==> src/rtl/div_sched_pkg.sv <==
// -----------------------------------------------------------------------------
// div_sched_pkg
// Shared types and constants for the divide scheduler slice.
//   sched_state_t : scheduler FSM states (IDLE, BUSY, DONE)
//   slot_idx_t    : issue-slot index (0 = master/older, 1 = slave)
//   DIV_DATA_W    : default operand width
//   ALUOP_DIV/U   : divide aluop encodings, kept identical to defines.vh
// -----------------------------------------------------------------------------
package div_sched_pkg;

  localparam int DIV_DATA_W = 32;

  localparam logic [7:0] ALUOP_DIV  = 8'h1a;
  localparam logic [7:0] ALUOP_DIVU = 8'h1b;

  typedef enum logic [1:0] {
    IDLE = 2'd0,
    BUSY = 2'd1,
    DONE = 2'd2
  } sched_state_t;

  typedef logic [0:0] slot_idx_t;

  // One-hot done vector for a slot index.
  function automatic logic [1:0] slot_onehot(input slot_idx_t slot);
    return (slot == 1'b1) ? 2'b10 : 2'b01;
  endfunction

endpackage

==> src/rtl/div_result_cache.sv <==
// -----------------------------------------------------------------------------
// div_result_cache
// Single-entry memo of the last completed divide. Used by div_sched only when
// DIV_RESULT_CACHE_EN is defined.
// Ports:
//   clk, rst               clock, async active-low reset (invalidates entry)
//   wr_en                  store wr_a/wr_b/wr_signed/wr_result as the entry
//   wr_a, wr_b, wr_signed  operands of the divide that just completed
//   wr_result              its {remainder, quotient}
//   inval                  drop the entry (pipeline flush)
//   lk_a, lk_b, lk_signed  lookup key (operands of the slot being granted)
//   hit                    lookup key matches a valid entry
//   hit_result             stored result for the entry
// -----------------------------------------------------------------------------
module div_result_cache
  import div_sched_pkg::*;
#(
  parameter int DATA_W = DIV_DATA_W
) (
  input  logic                clk,
  input  logic                rst,
  input  logic                wr_en,
  input  logic [DATA_W-1:0]   wr_a,
  input  logic [DATA_W-1:0]   wr_b,
  input  logic                wr_signed,
  input  logic [2*DATA_W-1:0] wr_result,
  input  logic                inval,
  input  logic [DATA_W-1:0]   lk_a,
  input  logic [DATA_W-1:0]   lk_b,
  input  logic                lk_signed,
  output logic                hit,
  output logic [2*DATA_W-1:0] hit_result
);

  logic                valid_q;
  logic [DATA_W-1:0]   a_q;
  logic [DATA_W-1:0]   b_q;
  logic                signed_q;
  logic [2*DATA_W-1:0] result_q;

  always_ff @(posedge clk or negedge rst) begin
    if (!rst) begin
      valid_q <= 1'b0;
    end else if (inval) begin
      valid_q <= 1'b0;
    end else if (wr_en) begin
      valid_q <= 1'b1;
    end
  end

  // NOTE: the payload has no reset; valid_q alone decides whether it is used,
  // so resetting these wide registers would only cost reset routing.
  always_ff @(posedge clk) begin
    if (wr_en) begin
      a_q      <= wr_a;
      b_q      <= wr_b;
      signed_q <= wr_signed;
      result_q <= wr_result;
    end
  end

  assign hit        = valid_q && (lk_a == a_q) && (lk_b == b_q) && (lk_signed == signed_q);
  assign hit_result = result_q;

endmodule

==> src/rtl/div_sched.sv <==
// -----------------------------------------------------------------------------
// div_sched
// Shares one iterative divider between the master (slot 0) and slave (slot 1)
// ALU issue slots. Grants the lowest requesting slot, latches its operands,
// runs the divider start/annul/ready handshake and returns {hi,lo} to the
// owner with a one-cycle done pulse. Flush kills a divide in flight.
// Optional feature macro: DIV_RESULT_CACHE_EN (repeat of the last completed
// divide completes without using the divider).
// Ports:
//   clk, rst                 clock, async active-low reset
//   req_valid[1:0]           per-slot request, held until that slot's done
//   req_op0/1                aluop per slot (DIV signed, DIVU unsigned)
//   req_a0/b0, req_a1/b1     dividend/divisor per slot
//   flush                    kill in-flight or pending divide
//   done[1:0]                one-hot completion pulse to the owning slot
//   result                   {remainder, quotient}, zero outside done
//   busy                     scheduler not in IDLE
//   div_start/signed/annul   divider control
//   div_a, div_b             registered divider operands
//   div_result, div_ready    divider response
// -----------------------------------------------------------------------------
module div_sched
  import div_sched_pkg::*;
#(
  parameter int DATA_W = DIV_DATA_W
) (
  input  logic                clk,
  input  logic                rst,
  input  logic [1:0]          req_valid,
  input  logic [7:0]          req_op0,
  input  logic [7:0]          req_op1,
  input  logic [DATA_W-1:0]   req_a0,
  input  logic [DATA_W-1:0]   req_b0,
  input  logic [DATA_W-1:0]   req_a1,
  input  logic [DATA_W-1:0]   req_b1,
  input  logic                flush,
  output logic [1:0]          done,
  output logic [2*DATA_W-1:0] result,
  output logic                busy,
  output logic                div_start,
  output logic                div_signed,
  output logic                div_annul,
  output logic [DATA_W-1:0]   div_a,
  output logic [DATA_W-1:0]   div_b,
  input  logic [2*DATA_W-1:0] div_result,
  input  logic                div_ready
);

  sched_state_t        state_q, state_d;
  slot_idx_t           owner_q;
  slot_idx_t           grant_slot;
  logic                grant;
  logic [DATA_W-1:0]   grant_a;
  logic [DATA_W-1:0]   grant_b;
  logic                grant_signed;
  logic                div_complete;
  logic [2*DATA_W-1:0] result_q;
  logic                cache_hit;
  logic [2*DATA_W-1:0] cache_result;

  // Grant selection: master wins a tie; a flush in IDLE suppresses the grant.
  // NOTE: every always_comb output gets a default first so no path leaves it
  // unassigned, which would otherwise infer a latch.
  always_comb begin
    grant_slot   = req_valid[0] ? 1'b0 : 1'b1;
    grant        = (state_q == IDLE) && (|req_valid) && !flush;
    grant_a      = grant_slot[0] ? req_a1 : req_a0;
    grant_b      = grant_slot[0] ? req_b1 : req_b0;
    grant_signed = ((grant_slot[0] ? req_op1 : req_op0) == ALUOP_DIV);
  end

  // A ready that coincides with a flush belongs to a killed instruction.
  assign div_complete = (state_q == BUSY) && div_ready && !flush;

  always_comb begin
    state_d = state_q;
    unique case (state_q)
      IDLE:    if (grant) state_d = cache_hit ? DONE : BUSY;
      BUSY:    if (flush) state_d = IDLE;
               else if (div_ready) state_d = DONE;
      DONE:    state_d = IDLE;
      default: state_d = IDLE;
    endcase
  end

  // NOTE: sequential state uses non-blocking assignments so every register
  // samples pre-edge values regardless of statement order.
  always_ff @(posedge clk or negedge rst) begin
    if (!rst) begin
      state_q    <= IDLE;
      owner_q    <= '0;
      div_a      <= '0;
      div_b      <= '0;
      div_signed <= 1'b0;
      div_annul  <= 1'b0;
      result_q   <= '0;
    end else begin
      state_q   <= state_d;
      div_annul <= (state_q == BUSY) && flush;
      if (grant) begin
        owner_q    <= grant_slot;
        div_a      <= grant_a;
        div_b      <= grant_b;
        div_signed <= grant_signed;
        if (cache_hit) result_q <= cache_result;
      end
      if (div_complete) result_q <= div_result;
    end
  end

  // Operands stay stable in div_a/div_b for the whole BUSY stretch because
  // they are only reloaded on a grant, which happens in IDLE.
  assign div_start = (state_q == BUSY);
  assign busy      = (state_q != IDLE);
  assign done      = (state_q == DONE) ? slot_onehot(owner_q) : 2'b00;
  assign result    = (state_q == DONE) ? result_q : '0;

`ifdef DIV_RESULT_CACHE_EN
  div_result_cache #(
    .DATA_W (DATA_W)
  ) u_cache (
    .clk        (clk),
    .rst        (rst),
    .wr_en      (div_complete),
    .wr_a       (div_a),
    .wr_b       (div_b),
    .wr_signed  (div_signed),
    .wr_result  (div_result),
    .inval      (flush),
    .lk_a       (grant_a),
    .lk_b       (grant_b),
    .lk_signed  (grant_signed),
    .hit        (cache_hit),
    .hit_result (cache_result)
  );
`else
  assign cache_hit    = 1'b0;
  assign cache_result = '0;
`endif

  // The owning slot must hold its request for the whole divide unless a
  // flush is what removes it.
  a_req_held: assert property (@(posedge clk) disable iff (!rst)
    ((state_q == BUSY) && !flush) |-> req_valid[owner_q])
    else $error("div_sched: owner request dropped during BUSY without flush");

endmodule
==> config.mk <==
export PLATFORM = sky130hd
export DESIGN_NAME = div_sched
export DESIGN_NICKNAME = d
export VERILOG_FILES = /design/src/rtl/div_sched_pkg.sv /design/src/rtl/div_result_cache.sv /design/src/rtl/div_sched.sv
export SDC_FILE = /design/constraint.sdc
export NUM_CORES = 1
export LEC_CHECK = 0
export ABC_AREA = 1
export BUFFER_PORTS_ARGS = -buffer_cell sky130_fd_sc_hd__buf_2
export CAP_MARGIN = 20
export CELL_PAD_IN_SITES_DETAIL_PLACEMENT = 1
export CELL_PAD_IN_SITES_GLOBAL_PLACEMENT = 1
export CORE_MARGIN = 4
export CORE_UTILIZATION = 28
export CTS_CLUSTER_SIZE = 20
export DETAILED_ROUTE_END_ITERATION = 12
export PLACE_DENSITY_LB_ADDON = 0.1
export SETUP_SLACK_MARGIN = 0.4
export SKIP_CTS_REPAIR_TIMING = 1
export SLEW_MARGIN = 20
export SYNTH_ARGS = -nofsm -noshare
export SYNTH_HDL_FRONTEND = slang
export SYNTH_HIERARCHICAL = 1
export SYNTH_SLANG_ARGS = --single-unit
==> constraint.sdc <==
create_clock -name clk -period 1.2 [get_ports clk]
set_input_delay 0.18 -clock clk [delete_from_list [all_inputs] [get_ports clk]]
set_output_delay 0.18 -clock clk [all_outputs]
set_load 0.02 [all_outputs]
### Word-level counts from Yosys, hierarchy flattened

Index checks and enable logic that the tools add are counted.

* bits of input ports: 214
* bits in registers: 133
* ROM bits: 0
* logic and storage cells: 33
* latch bits: 0
* output and inout port bits: 134
* memories: 0
* bits in writable memories: 0

* div/mod/pow operators: 0
* add/subtract/negate cells: 0
* eq/ne operators: 5
* magnitude comparators: 0
* muxes and demuxes: 11
* $mul: 0
* shift-type cells: 0
* reduce and logical (&&, ||, !) cells: 10
* bitwise logic cells: 0

Operators with widths (count)
* $mux W32: 2
* $mux W64: 1
* $mux W2: 5
* $eq A8 B5 Y1 const B: 1
* $mux W8: 1
* $logic_and A1 B1 Y1: 5
* $pmux W2 S2: 1
* $ne A3 B2 Y1 const B: 1
* $eq A2 B1 Y1 const B: 1
* $eq A2 B2 Y1 const B: 1
* $logic_not A2 Y1: 1
* $ne A2 B2 Y1 const B: 1
* $reduce_and A2 Y1: 1
* $reduce_bool A2 Y1: 1
* $reduce_or A2 Y1: 1
* $logic_not A1 Y1: 1
* $mux W1: 1

### Longest topological paths before layout

Gate-level depths: netlist of run 1.

* word-level depth: 5
* mapped depth: 8

### Worst setup path after synthesis of run 1

Ideal clock, no wire load.

* kind: reg-to-reg
* start point: register state_q[1]
* end point: register result_q[24]
* stages on the path, launching flop included: 7
* data required time: 1.074 ns
* arrival: 1.218 ns
* library setup time: 0.126 ns
* path slack: -0.144 ns
* path through: dfrtp_1 > nor2_2 > nand3_1 > inv_2 > buf_6 > buf_4 > o21ai_0

* word-level cells in the longest chain between the ends: 3

Ends and longest elaborated chain
* from (decl): RTL line div_sched.sv:49 `sched_state_t state_q, state_d;`
* from (signal assigned): RTL line div_sched.sv:98 `state_q <= state_d;`
* $eq A2 B1 Y1
* named net div_start: RTL line div_sched.sv:40 `output logic div_start,`
* $logic_and A1 B1 Y1 (2 in a row): RTL line div_sched.sv:73 `assign div_complete = (state_q == BUSY) && div_ready && !flush;`
* to (signal assigned): RTL line div_sched.sv:105 `if (cache_hit) result_q <= cache_result;`
* to (signal assigned): RTL line div_sched.sv:107 `if (div_complete) result_q <= div_result;`
* to (decl): RTL line div_sched.sv:57 `logic [2*DATA_W-1:0] result_q;`

The timed path passes the listed nets, and every way through them passes these cells.
A chain may end at the register's enable or synchronous reset.

### Final worst setup path of run 1

* start point: register state_q[0]
* end point: register result_q[53]

* word-level cells in the longest chain between the ends: 3

Ends and longest elaborated chain (RTL line)
* $eq A2 B1 Y1: div_sched.sv:73
* $logic_and A1 B1 Y1 (2 in a row): div_sched.sv:73

No other way between the ends.

==> results of run 1 <==
[cell usage after synthesis]
library cell	instances
nand2_1	204
dfrtp_1	133
nor2_1	72
inv_1	70
o211ai_1	64
o21ai_0	49
or2_1	35
or2_2	24
o21ai_1	17
buf_2	16
buf_6	14
buf_4	12
clkbuf_1	6
inv_2	6
or2_0	5
nand3_1	4
clkbuf_2	2
nor2_2	2
nand3_2	1
nand3b_1	1
nor2_4	1
nor3_1	1
[metal layers]
metal | vias to the layer above | part of all wire | global-route usage
met5 | - | 0.00065 | 0
met4 | 4 | 0.036 | 0.0688
met3 | 68 | 0.070 | 0.0599
met2 | 277 | 0.52 | 0.303
met1 | 3488 | 0.37 | 0.220
li1 | 3321 | - | -
[power by group]
part | internal (mW) | switching [mW]
combinational | 2.95 | 3.73
clock | 3.30 | 2.18
sequential | 5.71 | 0.683
total | 12.0 | 6.60
[critical path, delay by kind of cell (launching register included)]
family | cells | cell delay (ns)
and+or+nand+nor | 3 | 0.31
buffers and inverters | 6 | 0.82
DFF | 1 | 0.38
AOI/OAI and AO/OA | 1 | 0.12
[kinds of logic (layout without fill, tap and decap cells)]
group	Yosys count	in the layout
buf+inv	126	627
other cells	0	3
simple gates	350	351
compound gates	130	130
flops	133	133
[flip-flops by register name (all words and copies together) (netlist names)]
name	cells
div_a	32
div_annul	1
div_b	32
div_signed	1
owner_q	1
result_q	64
state_q	2
[stage by stage]
| step | TNS, ns | hold slack [ns] | worst slack (ns) | utilization |
|---|---|---|---|---|
| finish | -74.87 | -0.00854 | -0.523 | 0.575 |
| global route | -88.10 | -0.00722 | -0.582 | 0.575 |
| CTS | -54.19 | -0.378 | -0.633 | 0.434 |
| detailed placement | -20.69 | 0.0734 | -0.172 | 0.407 |
| global placement | -17.11 | 0.0723 | -0.146 | 0.407 |
| floorplan | -5.22 | -0.116 | -0.0451 | - |
[area by class of cell]
cell class / count / area share
timing repair buffer: 517 / 0.374
sequential: 133 / 0.264
inverter: 76 / 0.0253
timing repair inverter: 2 / 0.00258
multi-input combinational: 481 / 0.258
clock inverter: 14 / 0.0141
clock buffer: 18 / 0.0340
tap: 280 / 0.0277
antenna: 3 / 0.000595
[path summary, 6_finish.rpt]
| kind | slack (ns) | endpoint | start |
|---|---|---|---|
| setup / recovery | -0.52 | result_q[53] | state_q[0] |
| hold / removal | -0.009 | div_a[28] | req_a1[28] |
| setup reg to reg | -0.52 | result_q[53] | state_q[0] |
| hold reg to reg | 0.48 | div_a[21] | div_a[21] |
| max in group asynchronous | 0.47 | div_b[9] | rst |
| min in group asynchronous | 0.20 | result_q[15] | rst |
==> results_dict.tcl, run 1 <==
set metrics [dict create \
    min_path_type "input pin to register" \
    leakage_nw 6.25 \
    whs_ns -0.00854 \
    gr-total-overflow 0 \
    fin_cells 1524 \
    worst_ep_required_time_ns 1.52 \
    layout_common_cells "235 x buf_2, 149 x nand2_1, 133 x dfrtp_1, 117 x buf_6, 70 x inv_1" \
    power_density_mw_per_mm2 1470 \
    insertion_delay_ns 0.43 \
    rsz0062_at_grt "yes" \
    yosysSeqAreaShare 0.529 \
    synthCells 739 \
    reg2reg_depth 10 \
    yosys.area_share.simple 0.239 \
    drtIter0Drc 234 \
    grt_pass1_wl_um 35300 \
    multi_input_area_mm2 0.00326 \
    htree_num_levels 4 \
    peakVddDrop_mv 0.698 \
    viasPerCell 4.70 \
    synthToLayoutAreaGrowth_pct 101 \
    worstSetupStartpointType "register" \
    syn-num-nets 953 \
    cts_tree "yes" \
    antenna_found_initial 5 \
    crit_arrival_ns 2.05 \
    cts_buffers 17 \
    fmax_mhz 580 \
    grt_usage 0.182 \
    layout.area.seq_mm2 0.00333 \
    critPathSlowestCell "dfrtp_1" \
    grt_pass1_vias 6526 \
    synthXorXnorAreaFrac 0 \
    yosys.cell_types.count 22 \
    wl_um 32100 \
    synth-seq-cells 133 \
    synth-compound-area-share 0.129 \
    nFillCells 2462 \
    dp.cells 1354 \
    yosys.area.top_type "dfrtp_1" \
    fp-row-count 54 \
    grt_max_degree 47 \
    critical_path_class "register to register" \
    violations "hold timing, setup timing" \
    avgSynthCellArea_um2 8.51 \
    drtAntennaViolNets 0 \
    cts.sinks 133 \
    die_h_um 158 \
    root_buffer "clkbuf_16" \
    drtPass1Iterations 4 \
    path_common_cell "buf_6" \
    place_congestion 0.771 \
    p_total_mw 18.6 \
    start_util 0.286 \
    path_clk_slew_ns 0.06 \
    drt_drc_violations_left 0 \
    coreArea_mm2 0.0220 \
    drive_above_1_share 0.553 \
    hold_depth 3 \
    tightest_slew_ns 0.313 \
    worstPathCellList "clkinv_4 > buf_6 > nor2_4 > buf_6 > nand3_4 > clkinv_8 > buf_6 > clkbuf_16 > nand2_2 > o21ai_1" \
    ys.warnings.count 6 \
    period_needed_ns 1.72 \
    final_common_cell "buf_2" \
    portBuffers 347 \
    synth_adder_area_share 0 \
    syn_area_mm2 0.00629 \
    status "finished, violations left" \
    end_kind "register" \
    drv_slew 0 \
    wl_per_cell_um 21.1 \
    clock_path_buffers 2 \
    synthMuxAreaShare 0 \
    fin_nets 1442 \
    setup_violations 200 \
    num_vias 7158 \
    relSlewSlack 0.792 \
    timing.final.ws_setup_ns -0.523 \
    ys_top_cells_by_area "dfrtp_1 53%, nand2_1 12%, o211ai_1 7.6%, nor2_1 4.3%, inv_1 4.2%" \
    fin_area_mm2 0.0126 \
    die_w_um 158 \
    finalHoldViolations 17 \
    slowest_delay_ns 0.38 \
    dp_hpwl_um 18200 \
    cp_max_fo 8 \
    synth_top_family_by_area "simple AND/OR/NAND/NOR gates" \
    clock_skew_ns 0.0152 \
    fin_crit_sh 1.44 \
    drv_cap 0 \
    dieArea_mm2 0.0249 \
    postPlaceCellArea_mm2 0.00893 \
    pin_count 348 \
    synth_top_cell_area_share 0.529 \
]
(Power assumes the default switching activity.)
==> run 2: changes to the inputs <==
- CORE_MARGIN: 4 -> 1
- MAX_ROUTING_LAYER: default -> met4
==> run 2 against run 1 <==
The run still ends with hold timing, setup timing left. Flip-flop and latch count unchanged. Cell count shrank 3.9%. Combinational power decreased by 22%. Non-clock buffer count fell by 61. Die area fell by 7.5%. Worst hold slack lost 0.0061 ns. Critical path type is now register to output pin.
==> results_dict.tcl, run 2 (synthesis gave the netlist of run 1 again) <==
set metrics [dict create \
    die_h_um 152 \
    start_util 0.287 \
    finalHoldViolations 13 \
    met3_usage 0.0488 \
    timing.final.ws_setup_ns -0.489 \
    worstReg2RegStart "state_q[1]" \
    portBuffers 347 \
    coreArea_mm2 0.0219 \
    use_met1 0.241 \
    grt_pass1_wl_um 34900 \
    layout_common_cells "283 x buf_2, 203 x nand2_1, 132 x dfrtp_1, 70 x inv_1, 67 x buf_6" \
    fmax_mhz 592 \
    drt_drc_violations_left 0 \
    wl_um 26700 \
    grt_pass1_vias 6466 \
    insertion_delay_ns 0.42 \
    status "finished, violations left" \
    fin_area_mm2 0.0112 \
    worstSetupStartpointType "register" \
    dp.cells 1345 \
    cp_max_fo 7 \
    cts_buffers 17 \
    postPlaceCellArea_mm2 0.00886 \
    setup_violations 200 \
    met2_usage 0.317 \
    nFillCells 2560 \
    largest-register "result_q" \
    clock_skew_ns 0.0133 \
    antenna_found_initial 6 \
    post-place-ws_ns -0.207 \
    drv_cap 0 \
    die_w_um 152 \
    crit_family "flip-flops" \
    grt.busiest_layer "met2" \
    critPathSlowestCell "dfrtp_2" \
    leakage_nw 5.57 \
    violations "hold timing, setup timing" \
    critical_path_class "register to output pin" \
    end_kind "output pin" \
    fin_cells 1464 \
    period_needed_ns 1.69 \
    worst_ep_required_time_ns 1.02 \
    synthToLayoutAreaGrowth_pct 78.6 \
    slowest_delay_ns 0.48 \
    fin_crit_sh 1.41 \
    reg.largest.list "result_q (64), div_a (32), div_b (32)" \
    wl_per_cell_um 18.2 \
    hold_end "result_q[46]" \
    pin_count 348 \
    drtAntennaViolNets 0 \
    clock_path_buffers 2 \
    worst-r2r-setup-slack_ns -0.42 \
    path_clk_slew_ns 0.06 \
    reg2reg_depth 9 \
    grt_max_degree 55 \
    min_path_type "input pin to register" \
    fin_nets 1379 \
    drive_above_1_share 0.467 \
    drtPass1Iterations 4 \
    num_vias 6667 \
    crit_buf_inv 2 \
    whs_ns -0.0146 \
    rsz0062_at_grt "yes" \
    relSlewSlack 0.726 \
    hold_depth 3 \
    place_congestion 0.755 \
    tightest_slew_ns 0.411 \
    power_density_mw_per_mm2 1560 \
    gr-total-overflow 0 \
    htree_num_levels 4 \
    worstPathCellList "nand2_8 > buf_6 > nor2_4 > buf_2" \
    drv_slew 0 \
    crit_arrival_ns 1.51 \
    dp_hpwl_um 16400 \
    cts.sinks 133 \
    grt_usage 0.198 \
    cts_tree "yes" \
    reg2reg_to "div_a[10]" \
    hp-start "div_result[46]" \
    largest_reg_flops 64 \
    final_common_cell "buf_2" \
    drtIter0Drc 215 \
    p_total_mw 17.5 \
    dieArea_mm2 0.0231 \
    viasPerCell 4.55 \
    fp-row-count 54 \
    peakVddDrop_mv 0.711 \
    root_buffer "clkbuf_16" \
]
[run 2: cell types whose count changed in the layout (fill, tap and decap cells not counted), moves of 4 or more]
cell	before	now
buf_12	24	17
buf_2	235	283
buf_4	39	21
buf_6	117	67
buf_8	10	2
clkbuf_16	39	34
dlygate4sd3_1	67	43
nand2_1	149	203
nand2_2	33	0
nand2_4	21	1
nor2_2	7	3
nor2_4	62	66
o21ai_1	21	64
o21ai_2	44	2
[run 2: routing by layer]
layer	wire length, um	vias to the layer above
met5	0	-
met4	544	0
met3	1320	31
met2	13900	239
met1	10900	3198
li1	-	3199
[run 2: report_power, final]
part,switching (mW),internal (mW)
Combinational,3.22,2.03
Clock,2.05,3.97
Sequential,0.499,5.71
Total,5.76,11.7
[run 2: worst max path at each step]
stage | start | endpoint | slack (ns) | cells after the start
after floorplan | state_q[1] | div_b[22] | -0.05 | 8
after global placement | state_q[1] | result_q[63] | -0.17 | 7
after detailed placement | state_q[1] | result_q[25] | -0.21 | 7
after CTS | state_q[0] | done[0] | -0.56 | 5
after global routing | state_q[1] | result[53] | -0.56 | 4
final | state_q[1] | result[53] | -0.49 | 4
[run 2: through the flow]
step	setup TNS, ns	hold slack [ns]	util
2_1_floorplan	-5.22	-0.116	-
3_3_place_gp	-14.52	0.0586	0.405
3_5_place_dp	-21.20	0.0609	0.405
4_1_cts	-53.56	-0.394	0.436
5_1_grt	-82.60	0.000831	0.513
6_report	-68.18	-0.0146	0.513
[run 2: final cells by class]
type                            instances  area [um2]  area share
Tap cell                              280         350      0.0312
Sequential cell                       133        3330       0.297
Antenna cell                            6        15.0     0.00134
Clock buffer                           20         447      0.0398
Inverter                               76         305      0.0272
Multi-Input combinational cell        481        2860       0.254
Timing Repair Buffer                  456        3700       0.330
Clock inverter                         12         225      0.0201
[run 2: worst reg2reg max path: cells and delay by family, from the launching register on]
kind,cells,cell delay [ns]
buf+inv,5,0.63
flops,1,0.48
simple gates,3,0.36
compound gates,1,0.10
==> run 3: changes to the inputs <==
- BUFFER_PORTS_ARGS: -buffer_cell sky130_fd_sc_hd__buf_2 -> -buffer_cell sky130_fd_sc_hd__buf_4
==> run 3 against run 2 <==
The run still ends with hold timing, setup timing left. Routed wire length up 7.7%. Power up 4.1%. Worst hold slack worse by 0.015 ns. Flip-flop and latch count unchanged. Combinational power up 26%. Non-clock buffer count up 66. Largest cell class unchanged.
==> results_dict.tcl, run 3 (synthesis gave the netlist of run 1 again) <==
set metrics [dict create \
    status "finished, violations left" \
    violations "hold timing, setup timing" \
    peakVddDrop_mv 0.847 \
    end_kind "output pin" \
    crit_arrival_ns 1.53 \
    fin_crit_sh 1.42 \
    grt_pass1_wl_um 35700 \
    rsz0062_at_grt "yes" \
    cts_tree "yes" \
    p_total_mw 18.2 \
    coreArea_mm2 0.0219 \
    wl_um 28700 \
    worst_ep_required_time_ns 1.02 \
    whs_ns -0.0292 \
    period_needed_ns 1.71 \
    viasPerCell 4.65 \
    largest_reg_flops 64 \
    htree_num_levels 4 \
    relSlewSlack 0.819 \
    portBuffers 347 \
    insertion_delay_ns 0.43 \
    pin_count 348 \
    dp.cells 1352 \
    drive_above_1_share 0.480 \
    grt_max_degree 51 \
    clock_skew_ns 0.0133 \
    num_vias 7094 \
    fin_cells 1525 \
    fin_setup_tns_ns -70.23 \
    synthToLayoutAreaGrowth_pct 102 \
    power_density_mw_per_mm2 1430 \
    dieArea_mm2 0.0231 \
    place_congestion 0.767 \
    largest-register "result_q" \
    fp-row-count 54 \
    min_path_type "input pin to register" \
    die_h_um 152 \
    timing.final.ws_setup_ns -0.505 \
    worstSetupStartpointType "register" \
    drtPass1Iterations 4 \
    reg.largest.list "result_q (64), div_a (32), div_b (32)" \
    dp_hpwl_um 17000 \
    grt_pass1_vias 6602 \
    clock_path_buffers 2 \
    finalHoldViolations 17 \
    root_buffer "clkbuf_16" \
    setup_violations 200 \
    drt_drc_violations_left 0 \
    drv_slew 0 \
    final_common_cell "buf_4" \
    drtAntennaViolNets 0 \
    start_util 0.287 \
    leakage_nw 6.12 \
    cp_max_fo 6 \
    cts_buffers 17 \
    layout_common_cells "279 x buf_4, 200 x nand2_1, 133 x dfrtp_1, 116 x buf_6, 80 x dlygate4sd3_1" \
    drtIter0Drc 182 \
    fmax_mhz 586 \
    drv_cap 0 \
    path_clk_slew_ns 0.06 \
    fin_nets 1445 \
    tightest_slew_ns 0.271 \
    die_w_um 152 \
    wl_per_cell_um 18.8 \
    critical_path_class "register to output pin" \
    antenna_found_initial 1 \
    grt_usage 0.206 \
    gr-total-overflow 0 \
    cts.sinks 133 \
]
## run 3: cell types whose count changed in the layout (fill, tap and decap cells not counted), sizes merged
cell	delta
dlygate4sd3	+37
buf	+31
clkinvlp	+5
diode	-5
bufinv	-4
clkbuf	-4
inv	+3
clkinv	-2
## run 3: layout make-up
cell class	instances	area, um2
sequential	133	3330
timing repair buffer	522	5210
multi-input combinational	481	2920
tap	280	350
clock buffer	18	429
inverter	76	295
antenna	1	2.50
fill	2430	9210
clock inverter	14	151
## run 3: metrics by stage
| step | utilization | instance area, um2 | hold slack, ns | worst slack, ns |
|---|---|---|---|---|
| 3_5_place_dp | 0.448 | 9810 | 0.0640 | -0.175 |
| 2_1_floorplan | - | 6830 | -0.116 | -0.0451 |
| 6_report | 0.580 | 12700 | -0.0292 | -0.505 |
| 4_1_cts | 0.474 | 10400 | -0.398 | -0.653 |
| 5_1_grt | 0.580 | 12700 | -0.00381 | -0.541 |
| 3_3_place_gp | 0.448 | 9810 | 0.0586 | -0.162 |
## run 3: worst max-delay path, stage by stage (launching register included)
cell and delay (ns):
dfrtp_1 0.40, buf_6 0.15, nand2_4 0.15, clkbuf_16 0.20, nor2_4 0.04, buf_4 0.16
## run 3: path summary, 6_finish.rpt
| path | start | to | slack (ns) | depth (start not counted) |
|---|---|---|---|---|
| min in group asynchronous | rst | result_q[10] | 0.17 | 2 |
| worst min register to register | div_b[8] | div_b[8] | 0.50 | 2 |
| worst max-delay path | state_q[1] | result[27] | -0.51 | 5 |
| worst min-delay path | div_result[5] | result_q[5] | -0.03 | 3 |
| max in group asynchronous | rst | div_b[18] | 0.50 | 3 |
| worst max register to register | state_q[1] | result_q[31] | -0.41 | 9 |
## run 3: where the power goes
| group | switching, mW | total [mW] | internal (mW) |
|---|---|---|---|
| clock | 2.17 | 5.25 | 3.07 |
| combinational | 3.44 | 6.60 | 3.15 |
| sequential | 0.628 | 6.34 | 5.71 |
| total | 6.25 | 18.2 | 11.9 |
## run 3: routing by layer
layer / vias to the layer above / global-route usage / share of wire / wire, um
met5: - / - / 0 / 0
li1: 3328 / - / - / -
met4: 0 / 0.0671 / 0.022 / 622
met3: 38 / 0.0610 / 0.052 / 1500
met1: 3484 / 0.242 / 0.39 / 11300
met2: 244 / 0.335 / 0.53 / 15300
